## config.mk

```make
export PLATFORM = sky130hd
export DESIGN_NAME = div_seq_ctrl
export DESIGN_NICKNAME = d
export VERILOG_FILES = /design/src/rtl/div_seq_ctrl.sv
export SDC_FILE = /design/constraint.sdc
export NUM_CORES = 1
export LEC_CHECK = 0
export BUFFER_PORTS_ARGS = -buffer_cell sky130_fd_sc_hd__buf_4
export CAP_MARGIN = 5
export CORE_UTILIZATION = 60
export CTS_CLUSTER_SIZE = 28
export DETAILED_ROUTE_END_ITERATION = 8
export PLACE_DENSITY = 0.9
export SYNTH_ARGS = -nofsm -noshare
export SYNTH_HDL_FRONTEND = slang
export SYNTH_SLANG_ARGS = --single-unit
export TNS_END_PERCENT = 10
```

## constraint.sdc

```tcl
create_clock -name clk -period 8.3 [get_ports clk]
set_clock_uncertainty 0.05 [all_clocks]
set_input_delay 1.66 -clock clk [delete_from_list [all_inputs] [get_ports clk]]
set_output_delay 1.66 -clock clk [all_outputs]
set_load 0.01 [all_outputs]
```

## src/rtl/div_seq_ctrl.sv

```systemverilog
// ---------------------------------------------------------------------------
// div_seq_ctrl
//   Iterative divide sequencer for the RV32M DIV/DIVU/REM/REMU operations in
//   the execute stage. One operation is accepted per start pulse. A restoring
//   shift-subtract datapath runs under a small FSM. busy stays high while the
//   unit works so the pipeline can stall on it. Divide-by-zero and signed
//   overflow finish early with the results the RISC-V ISA defines.
//
//   Optional feature, controlled by the macro DIV_RESULT_CACHE_EN:
//     The unit remembers the operands, the signedness, the quotient and the
//     remainder of the last normal completion. A later op with the same
//     operands and signedness returns in one cycle. This applies to both the
//     div and rem variants. Reset and flushed ops invalidate the entry.
//     Without the macro there is no cache, and every non-special op takes
//     the full latency.
//
// Parameters
//   XLEN             operand/result width
//   STEPS_PER_CYCLE  quotient bits resolved per ITER cycle (1, 2 or 4)
//
// Ports
//   clk     in   1     rising-edge clock
//   rst_n   in   1     asynchronous active-low reset
//   start   in   1     request pulse, honoured only when busy=0
//   op      in   2     00 DIV, 01 DIVU, 10 REM, 11 REMU (sampled with start)
//   rs1     in   XLEN  dividend (sampled with start)
//   rs2     in   XLEN  divisor (sampled with start)
//   flush   in   1     abort the current op; wins over start
//   busy    out  1     high whenever the FSM is not idle
//   done    out  1     one-cycle completion pulse, result valid with it
//   result  out  XLEN  quotient or remainder, held until the next done
// ---------------------------------------------------------------------------
module div_seq_ctrl #(
    parameter int XLEN            = 32,
    parameter int STEPS_PER_CYCLE = 1
) (
    input  logic            clk,
    input  logic            rst_n,
    input  logic            start,
    input  logic [1:0]      op,
    input  logic [XLEN-1:0] rs1,
    input  logic [XLEN-1:0] rs2,
    input  logic            flush,
    output logic            busy,
    output logic            done,
    output logic [XLEN-1:0] result
);

    localparam int CNT_W = $clog2(XLEN);
    localparam int ITERS = XLEN / STEPS_PER_CYCLE;
    localparam logic [CNT_W-1:0] CNT_INIT = CNT_W'(ITERS - 1);
    localparam logic [XLEN-1:0]  MIN_NEG  = {1'b1, {(XLEN-1){1'b0}}};

    localparam logic [1:0] S_IDLE = 2'd0;
    localparam logic [1:0] S_ITER = 2'd1;
    localparam logic [1:0] S_FIX  = 2'd2;
    localparam logic [1:0] S_DONE = 2'd3;

    if (!(STEPS_PER_CYCLE == 1 || STEPS_PER_CYCLE == 2 || STEPS_PER_CYCLE == 4)) begin : g_bad_steps
        $error("div_seq_ctrl: STEPS_PER_CYCLE must be 1, 2 or 4");
    end

    // ------------------------------------------------------------------
    // State and datapath registers
    // ------------------------------------------------------------------
    logic [1:0]      state;
    logic            op_rem_q;     // selected output is the remainder
    logic            neg_quo_q;    // quotient needs negation in FIX
    logic            neg_rem_q;    // remainder needs negation in FIX
    logic [XLEN:0]   acc_q;        // partial remainder, one extra bit for the borrow
    logic [XLEN-1:0] dvd_q;        // dividend shifting out, quotient shifting in
    logic [XLEN-1:0] dsr_q;        // divisor magnitude
    logic [CNT_W-1:0] cnt_q;
    logic [XLEN-1:0] pend_q;       // value shown during the DONE cycle
    logic [XLEN-1:0] result_q;     // value held between completions

    // ------------------------------------------------------------------
    // Accept-time decode
    // ------------------------------------------------------------------
    logic            op_uns;
    logic            op_rem;
    logic            sign_a;
    logic            sign_b;
    logic            div_zero;
    logic            overflow;
    logic            special;
    logic [XLEN-1:0] special_res;
    logic [XLEN-1:0] abs_a;
    logic [XLEN-1:0] abs_b;

    assign op_uns   = op[0];
    assign op_rem   = op[1];
    assign sign_a   = !op_uns && rs1[XLEN-1];
    assign sign_b   = !op_uns && rs2[XLEN-1];
    assign div_zero = (rs2 == '0);
    assign overflow = !op_uns && (rs1 == MIN_NEG) && (rs2 == '1);
    assign special  = div_zero || overflow;
    assign abs_a    = sign_a ? -rs1 : rs1;
    assign abs_b    = sign_b ? -rs2 : rs2;

    // Divide by zero: quotient is all ones and the remainder is the dividend.
    // Overflow: the quotient is the dividend itself and the remainder is zero.
    assign special_res = div_zero ? (op_rem ? rs1 : '1)
                                  : (op_rem ? '0  : rs1);

`ifdef DIV_RESULT_CACHE_EN
    logic            cache_valid;
    logic [XLEN-1:0] cache_a;
    logic [XLEN-1:0] cache_b;
    logic            cache_signed;
    logic [XLEN-1:0] cache_quo;
    logic [XLEN-1:0] cache_rem;
    logic            fill_q;       // current op is a normal op that will refill the cache
    logic            cache_hit;

    assign cache_hit = cache_valid && (cache_a == rs1) && (cache_b == rs2) &&
                       (cache_signed == !op_uns);
`endif

    // ------------------------------------------------------------------
    // Restoring divide steps for one ITER cycle
    // ------------------------------------------------------------------
    logic [XLEN:0]   acc_nxt;
    logic [XLEN-1:0] dvd_nxt;

    always_comb begin : iter_step
        logic [XLEN:0]   a;
        logic [XLEN:0]   t;
        logic [XLEN-1:0] d;
        // NOTE: a default is assigned to every variable before the loop so no
        // path leaves it unassigned; otherwise synthesis would infer a latch.
        // Blocking '=' is correct here, because each step must see the value
        // that the step before it produced.
        a = acc_q;
        d = dvd_q;
        t = '0;
        for (int s = 0; s < STEPS_PER_CYCLE; s++) begin
            a = {a[XLEN-1:0], d[XLEN-1]};
            t = a - {1'b0, dsr_q};
            if (!t[XLEN]) begin
                a = t;
                d = {d[XLEN-2:0], 1'b1};
            end else begin
                d = {d[XLEN-2:0], 1'b0};
            end
        end
        acc_nxt = a;
        dvd_nxt = d;
    end

    // Sign correction applied in FIX.
    logic [XLEN-1:0] quo_fix;
    logic [XLEN-1:0] rem_fix;

    assign quo_fix = neg_quo_q ? -dvd_q : dvd_q;
    assign rem_fix = neg_rem_q ? -acc_q[XLEN-1:0] : acc_q[XLEN-1:0];

    // ------------------------------------------------------------------
    // Outputs
    // ------------------------------------------------------------------
    assign busy   = (state != S_IDLE);
    // A flush that arrives in the DONE cycle suppresses the pulse. In that
    // case the held result is not replaced.
    assign done   = (state == S_DONE) && !flush;
    assign result = done ? pend_q : result_q;

    // ------------------------------------------------------------------
    // FSM and datapath
    // ------------------------------------------------------------------
    // NOTE: every register is cleared on reset, including the cache entry,
    // so that a fresh unit never matches stale operands. Sequential state
    // uses non-blocking '<=' throughout.
    always_ff @(posedge clk or negedge rst_n) begin
        if (!rst_n) begin
            state     <= S_IDLE;
            op_rem_q  <= 1'b0;
            neg_quo_q <= 1'b0;
            neg_rem_q <= 1'b0;
            acc_q     <= '0;
            dvd_q     <= '0;
            dsr_q     <= '0;
            cnt_q     <= '0;
            pend_q    <= '0;
            result_q  <= '0;
`ifdef DIV_RESULT_CACHE_EN
            cache_valid  <= 1'b0;
            cache_a      <= '0;
            cache_b      <= '0;
            cache_signed <= 1'b0;
            cache_quo    <= '0;
            cache_rem    <= '0;
            fill_q       <= 1'b0;
`endif
        end else if (flush) begin
            state <= S_IDLE;
`ifdef DIV_RESULT_CACHE_EN
            fill_q <= 1'b0;
            if (state != S_IDLE) begin
                cache_valid <= 1'b0;
            end
`endif
        end else begin
            case (state)
                S_IDLE: begin
                    if (start) begin
                        op_rem_q <= op_rem;
                        if (special) begin
                            pend_q <= special_res;
                            state  <= S_DONE;
                        end
`ifdef DIV_RESULT_CACHE_EN
                        else if (cache_hit) begin
                            pend_q <= op_rem ? cache_rem : cache_quo;
                            state  <= S_DONE;
                        end
`endif
                        else begin
                            neg_quo_q <= sign_a ^ sign_b;
                            neg_rem_q <= sign_a;
                            acc_q     <= '0;
                            dvd_q     <= abs_a;
                            dsr_q     <= abs_b;
                            cnt_q     <= CNT_INIT;
                            state     <= S_ITER;
`ifdef DIV_RESULT_CACHE_EN
                            // The entry is rewritten for this op. It stays
                            // invalid until the op completes without a flush.
                            cache_valid  <= 1'b0;
                            cache_a      <= rs1;
                            cache_b      <= rs2;
                            cache_signed <= !op_uns;
                            fill_q       <= 1'b1;
`endif
                        end
                    end
                end

                S_ITER: begin
                    acc_q <= acc_nxt;
                    dvd_q <= dvd_nxt;
                    cnt_q <= cnt_q - CNT_W'(1);
                    if (cnt_q == '0) begin
                        state <= S_FIX;
                    end
                end

                S_FIX: begin
                    pend_q <= op_rem_q ? rem_fix : quo_fix;
`ifdef DIV_RESULT_CACHE_EN
                    cache_quo <= quo_fix;
                    cache_rem <= rem_fix;
`endif
                    state <= S_DONE;
                end

                S_DONE: begin
                    result_q <= pend_q;
`ifdef DIV_RESULT_CACHE_EN
                    if (fill_q) begin
                        cache_valid <= 1'b1;
                    end
                    fill_q <= 1'b0;
`endif
                    state <= S_IDLE;
                end

                default: state <= S_IDLE;
            endcase
        end
    end

endmodule

```

* Yosys cells after proc, flatten, opt, wreduce, memory -nomap -nowiden
Index checks and enable logic that the tools add are counted.
** Word-level totals
- Bits in registers :: 170
- Bits in latches :: 0
- RAM bits :: 0
- ROM bits :: 0
- Input port bits :: 70
- Output and inout bits :: 34
- Logic and storage cells :: 77
- Memories kept :: 0
** Operators by class
- Add/subtract/negate cells :: 6
- Multipliers :: 0
- Divide/modulo/power cells :: 0
- Magnitude comparators :: 0
- Equal/unequal tests :: 10
- Shift operators :: 0
- Muxes and demuxes :: 28
- Bitwise operators :: 3
- Reduce and logical (&&, ||, !) cells :: 20
** Operator list (number)
- two-way mux 32 bit :: 16
- case mux 32 bit (2 select lines) :: 3
- negation 32 bit :: 4
- == test 32 bit, second input constant :: 2
- subtractor 33 x 32 -> 33 bit :: 1
- zero test 32 bit :: 1
- AND reduction 4 bit :: 3
- two-way mux 5 bit :: 2
- case mux 5 bit (2 select lines) :: 1
- two-way mux 2 bit :: 4
- case mux 2 bit (4 select lines) :: 1
- inequality test 2 bit, second input constant :: 3
- inequality test 3 bit, second input constant :: 2
- nonzero test 2 bit :: 3
- logical AND 1 bit :: 5
- zero test 5 bit :: 1
- subtractor 5 x 1 -> 5 bit, second input constant :: 1
- == test 2 bit, second input constant :: 2
- AND reduction 2 bit :: 2
- AND reduction 3 bit :: 1
- == test 2 x 1 -> 1 bit, second input constant :: 1
- zero test 1 bit :: 2
- zero test 2 bit :: 1
- NOT 1 bit :: 2
- 3 further kinds :: 3

* Logic depth before layout (Yosys ltp)
- Word-level depth :: 8
- Gate-level depth with buffers :: 13

* Worst setup path after synthesis
OpenSTA, ideal clock, no wires.
- Path type :: input to output
- From :: input port flush
- To :: output port result[22]
- Arrival time :: 2.775 ns
- Path slack :: 3.815 ns
- Cell stages on the path :: 4
- Path buffers :: 2
- Cells stage by stage :: nor2b_1 clkbuf_1 clkbuf_1 mux2_2
** Between the ends
- Word-level cells in the longest chain between the ends :: 3
** Ends and longest elaborated chain
- from (decl) :: line 43 : input logic flush,
- zero test 1 bit :: line 164 : assign done = (state == S_DONE) && !flush;
- logical AND 1 bit :: line 164
- net done :: line 45 : output logic done,
- two-way mux 32 bit :: line 165 : assign result = done ? pend_q : result_q;
- to (decl) :: line 46 : output logic [XLEN-1:0] result
The timed path passes the listed nets, and every way through them passes these cells.

* Worst setup path in the final report
- From :: input port rs2[2]
- To :: register cnt_q[3]
** Between the ends
- Word-level cells in the longest chain between the ends :: 5
- Elaborated cells between the ends (all ways) :: 6
- Classes of those cells :: 2 x eq/ne; 4 x reduce/logical
** Ends and longest elaborated chain
- from (decl) :: line 42 : input logic [XLEN-1:0] rs2,
- == test 32 bit :: line 96 : assign overflow = !op_uns && (rs1 == MIN_NEG) && (rs2 == '1);
- logical AND 1 bit :: line 96
- logical OR 1 bit (*) :: line 97 : assign special = div_zero || overflow;
- inequality test 2 bit (no line) (*)
- AND reduction 4 bit (no line) (*)
- to (signal assigned) :: line 241 : cnt_q <= cnt_q - CNT_W'(1);
- to (decl) :: line 73 : logic [CNT_W-1:0] cnt_q;
Every way passes the cells marked *; elsewhere a longest branch is shown, timed or not.
A chain may end at the register's enable or synchronous reset.

==> results.txt <==
Post-synth EDFFs - 0
type of the worst setup path - in -> reg
Post-Route Setup TNS - 0 ns
Detailed Routing Iterations Pass 1 - 6
# nets final - 1,578
critical path cell sequence - buf_4 -> or3_1 -> nor3b_1 -> nand4b_1 -> o22ai_4 -> nor2_4 -> buf_4 -> nor2_4 -> buf_4 -> nor4_1 -> xnor2_1 -> nand2_1
Antenna Cells - 0
Max IR drop VDD - 0.126 mV
Worst setup SP type - input port
Pwr per Cell Area - 297 nW/µm²
max-cap violation count - 0
GR Overflow Total - 0
Post-synth ARST share - 100%
Initial Util - 61.4%
Initial DRC Count - 1,226
fmax - 0.178 GHz
max-slew violation count - 0
clk buf depth - 2
Avg Synthesized Cell Area - 8.53 µm²
full die area - 20,500 µm²
DRC Markers - 0
row cnt - 51
critical path's slowest cell - nor2_4
mapped cell area - 12,000 µm²
Die Height - 143 µm
Slew @ Worst Pin - 1.17 ns
fin crit period - 5.63 ns
first-pass GRT wire length - 51.1 mm
HPWL Detailed - 23.3 mm
# H-tree levels - 4
Final Hold Fails - 0
DIE WIDTH - 143 µm
I/O pin count - 104
post-CTS setup buffer count - 0
Crit path required time - 8.53 ns
Worst path top cell family by delay - simple AND/OR/NAND/NOR gates
core area - 19,500 µm²
pre-CTS setup slack - 2.38 ns
Synth Warn # - 0
# port buffers - 103
Final period util - 67.8%
status - finished clean
Seq/Total Area, Yosys - 35.5%
CTS tree - yes
vias in the first global route - 10,300
Total Routed Length - 31.8 mm
CTS Sinks - 170
Final setup violation count - 0
Skew-Pair Late Insertion Delay - 0.44 ns
CTS Root Cell - clkbuf_16
CTS Buf Count - 17
slack of the critical path - 2.67 ns
most frequent CP cell - buf_4
cts repair resizes - 0
GP Congestion - 0.925
Crit. End Element - register
CP max stage delay - 0.65 ns
Avg Vias per Cell - 6.33
top_reg_cell synth - dfrtp_1
Hold Slack - 0.446 ns
FF+latch count, synth - 170
Worst Path Buf+Inv - 3
CP max FO - 65
Post-Syn Instances - 1,405
GR Util All Layers - 31.5%
Rel. slew slack - 22.3%
wire per inst - 18.3 µm
leak pwr - 5.86 nW
via count - 11,000
CTS Hold Bufs - 0
Area growth syn-to-layout - 12.0%
post-synthesis cell type count - 72
initial antenna violation count - 0
maximum number of pins on one net before global-route repair - 66
RSZ-0062 raised after global routing - no
Worst-path clk slew - 0.07 ns
syn nets - 1,519
Data arrival, critical path - 5.86 ns
Detail Route Antenna Nets - 0
share of cells above drive strength 1 - 13.5%
worst hold path class - reg -> reg
==> registers in the layout, summed over array words and instances, names as in the netlist <==
name	cells
acc_q	32
cnt_q	5
dsr_q	32
dvd_q	32
neg_quo_q	1
neg_rem_q	1
op_rem_q	1
pend_q	32
result_q	32
state	2
==> per-layer routing <==
metal / track usage (%) / up-vias / part of all wire [%]
li1: - / 5145 / -
met2: 52.3 / 594 / 47
met3: 5.66 / 69 / 8.7
met5: 0 / - / 0
met4: 11.5 / 0 / 2.3
met1: 41.3 / 5218 / 42
==> final cells by class <==
cell class / count / area, µm²
timing repair buffer: 114 / 860
sequential: 170 / 4250
clock buffer: 18 / 439
multi-input combinational: 1098 / 7190
tap: 265 / 332
clock inverter: 14 / 111
fill: 1561 / 6100
inverter: 63 / 236
==> kinds of logic (layout without fill, tap and decap cells) <==
logic type	count (synthesis)	count (layout)	synth area share (%)
AND/OR/NAND/NOR	426	426	16.7
adder cells (fa/ha/maj)	44	44	4.66
flip-flops	170	170	35.5
multiplexers	64	64	5.72
buffers and inverters	137	209	4.69
XOR/XNOR	152	152	11.2
AO/OA/AOI/OAI	412	412	21.6
==> where the power goes <==
part | internal [mW] | switching (mW)
Sequential | 1.14 | 0.268
Combinational | 0.772 | 1.06
Clock | 0.396 | 0.353
Total | 2.31 | 1.68
==> cells in the final DEF, fill, tap and decap left out, drive strengths merged, types with 6 or more instances in the layout <==
master	Yosys	routed
dfrtp	170	170
nor2	154	154
o21ai	130	130
nand2	126	126
a21oi	119	119
buf	22	114
xnor2	84	84
inv	63	69
xor2	68	68
ha	43	43
mux2	36	36
o31ai	28	28
mux2i	28	28
nor3	24	24
a221o	20	20
o211ai	18	18
clkbuf	52	18
nand2b	17	17
nand3	16	16
a31oi	16	16
o41ai	16	16
or4	16	16
a21o	15	15
nand4	14	14
nor4	12	12
or3	11	11
nor2b	9	9
o21a	8	8
o221ai	6	6
==> cells in the mapped netlist (all sizes together), types with 9 or more instances <==
cell type	n	area share, %
dfrtp	170	36
nor2	154	4.8
o21ai	130	5.4
nand2	126	3.9
a21oi	119	5.1
xnor2	84	6.2
xor2	68	5.0
inv	63	2.0
clkbuf	52	1.6
ha	43	4.5
mux2	36	3.4
mux2i	28	2.3
o31ai	28	1.8
nor3	24	1.0
buf	22	1.1
a221o	20	1.7
o211ai	18	1.1
nand2b	17	0.89
a31oi	16	0.84
nand3	16	0.67
o41ai	16	1.2
or4	16	1.0
a21o	15	0.94
nand4	14	0.73
nor4	12	0.63
or3	11	0.62
nor2b	9	0.53
==> final timing paths <==
kind,start,end,slack (ns),cells past startpoint
max in group asynchronous,rst_n,dsr_q[22],5.29,3
max,rs2[2],cnt_q[3],2.67,12
min,pend_q[8],pend_q[8],0.45,1
min in group asynchronous,rst_n,result_q[5],1.11,1
max reg2reg,dvd_q[31],acc_q[15],4.10,12
min reg2reg,pend_q[8],pend_q[8],0.45,1
==> metrics by stage <==
step | utilization [%] | instance area, µm² | std cells | total power [mW]
after global routing | 68.7 | 13400 | 1742 | 4.24
after CTS | 68.7 | 13400 | 1742 | 3.96
after global placement | 65.9 | 12900 | 1710 | 3.11
after detailed placement | 65.9 | 12900 | 1710 | 3.19
final | 68.7 | 13400 | 1742 | 3.99
after floorplan | - | 12000 | 1405 | 2.65
Power figures use the tool's default switching activity.
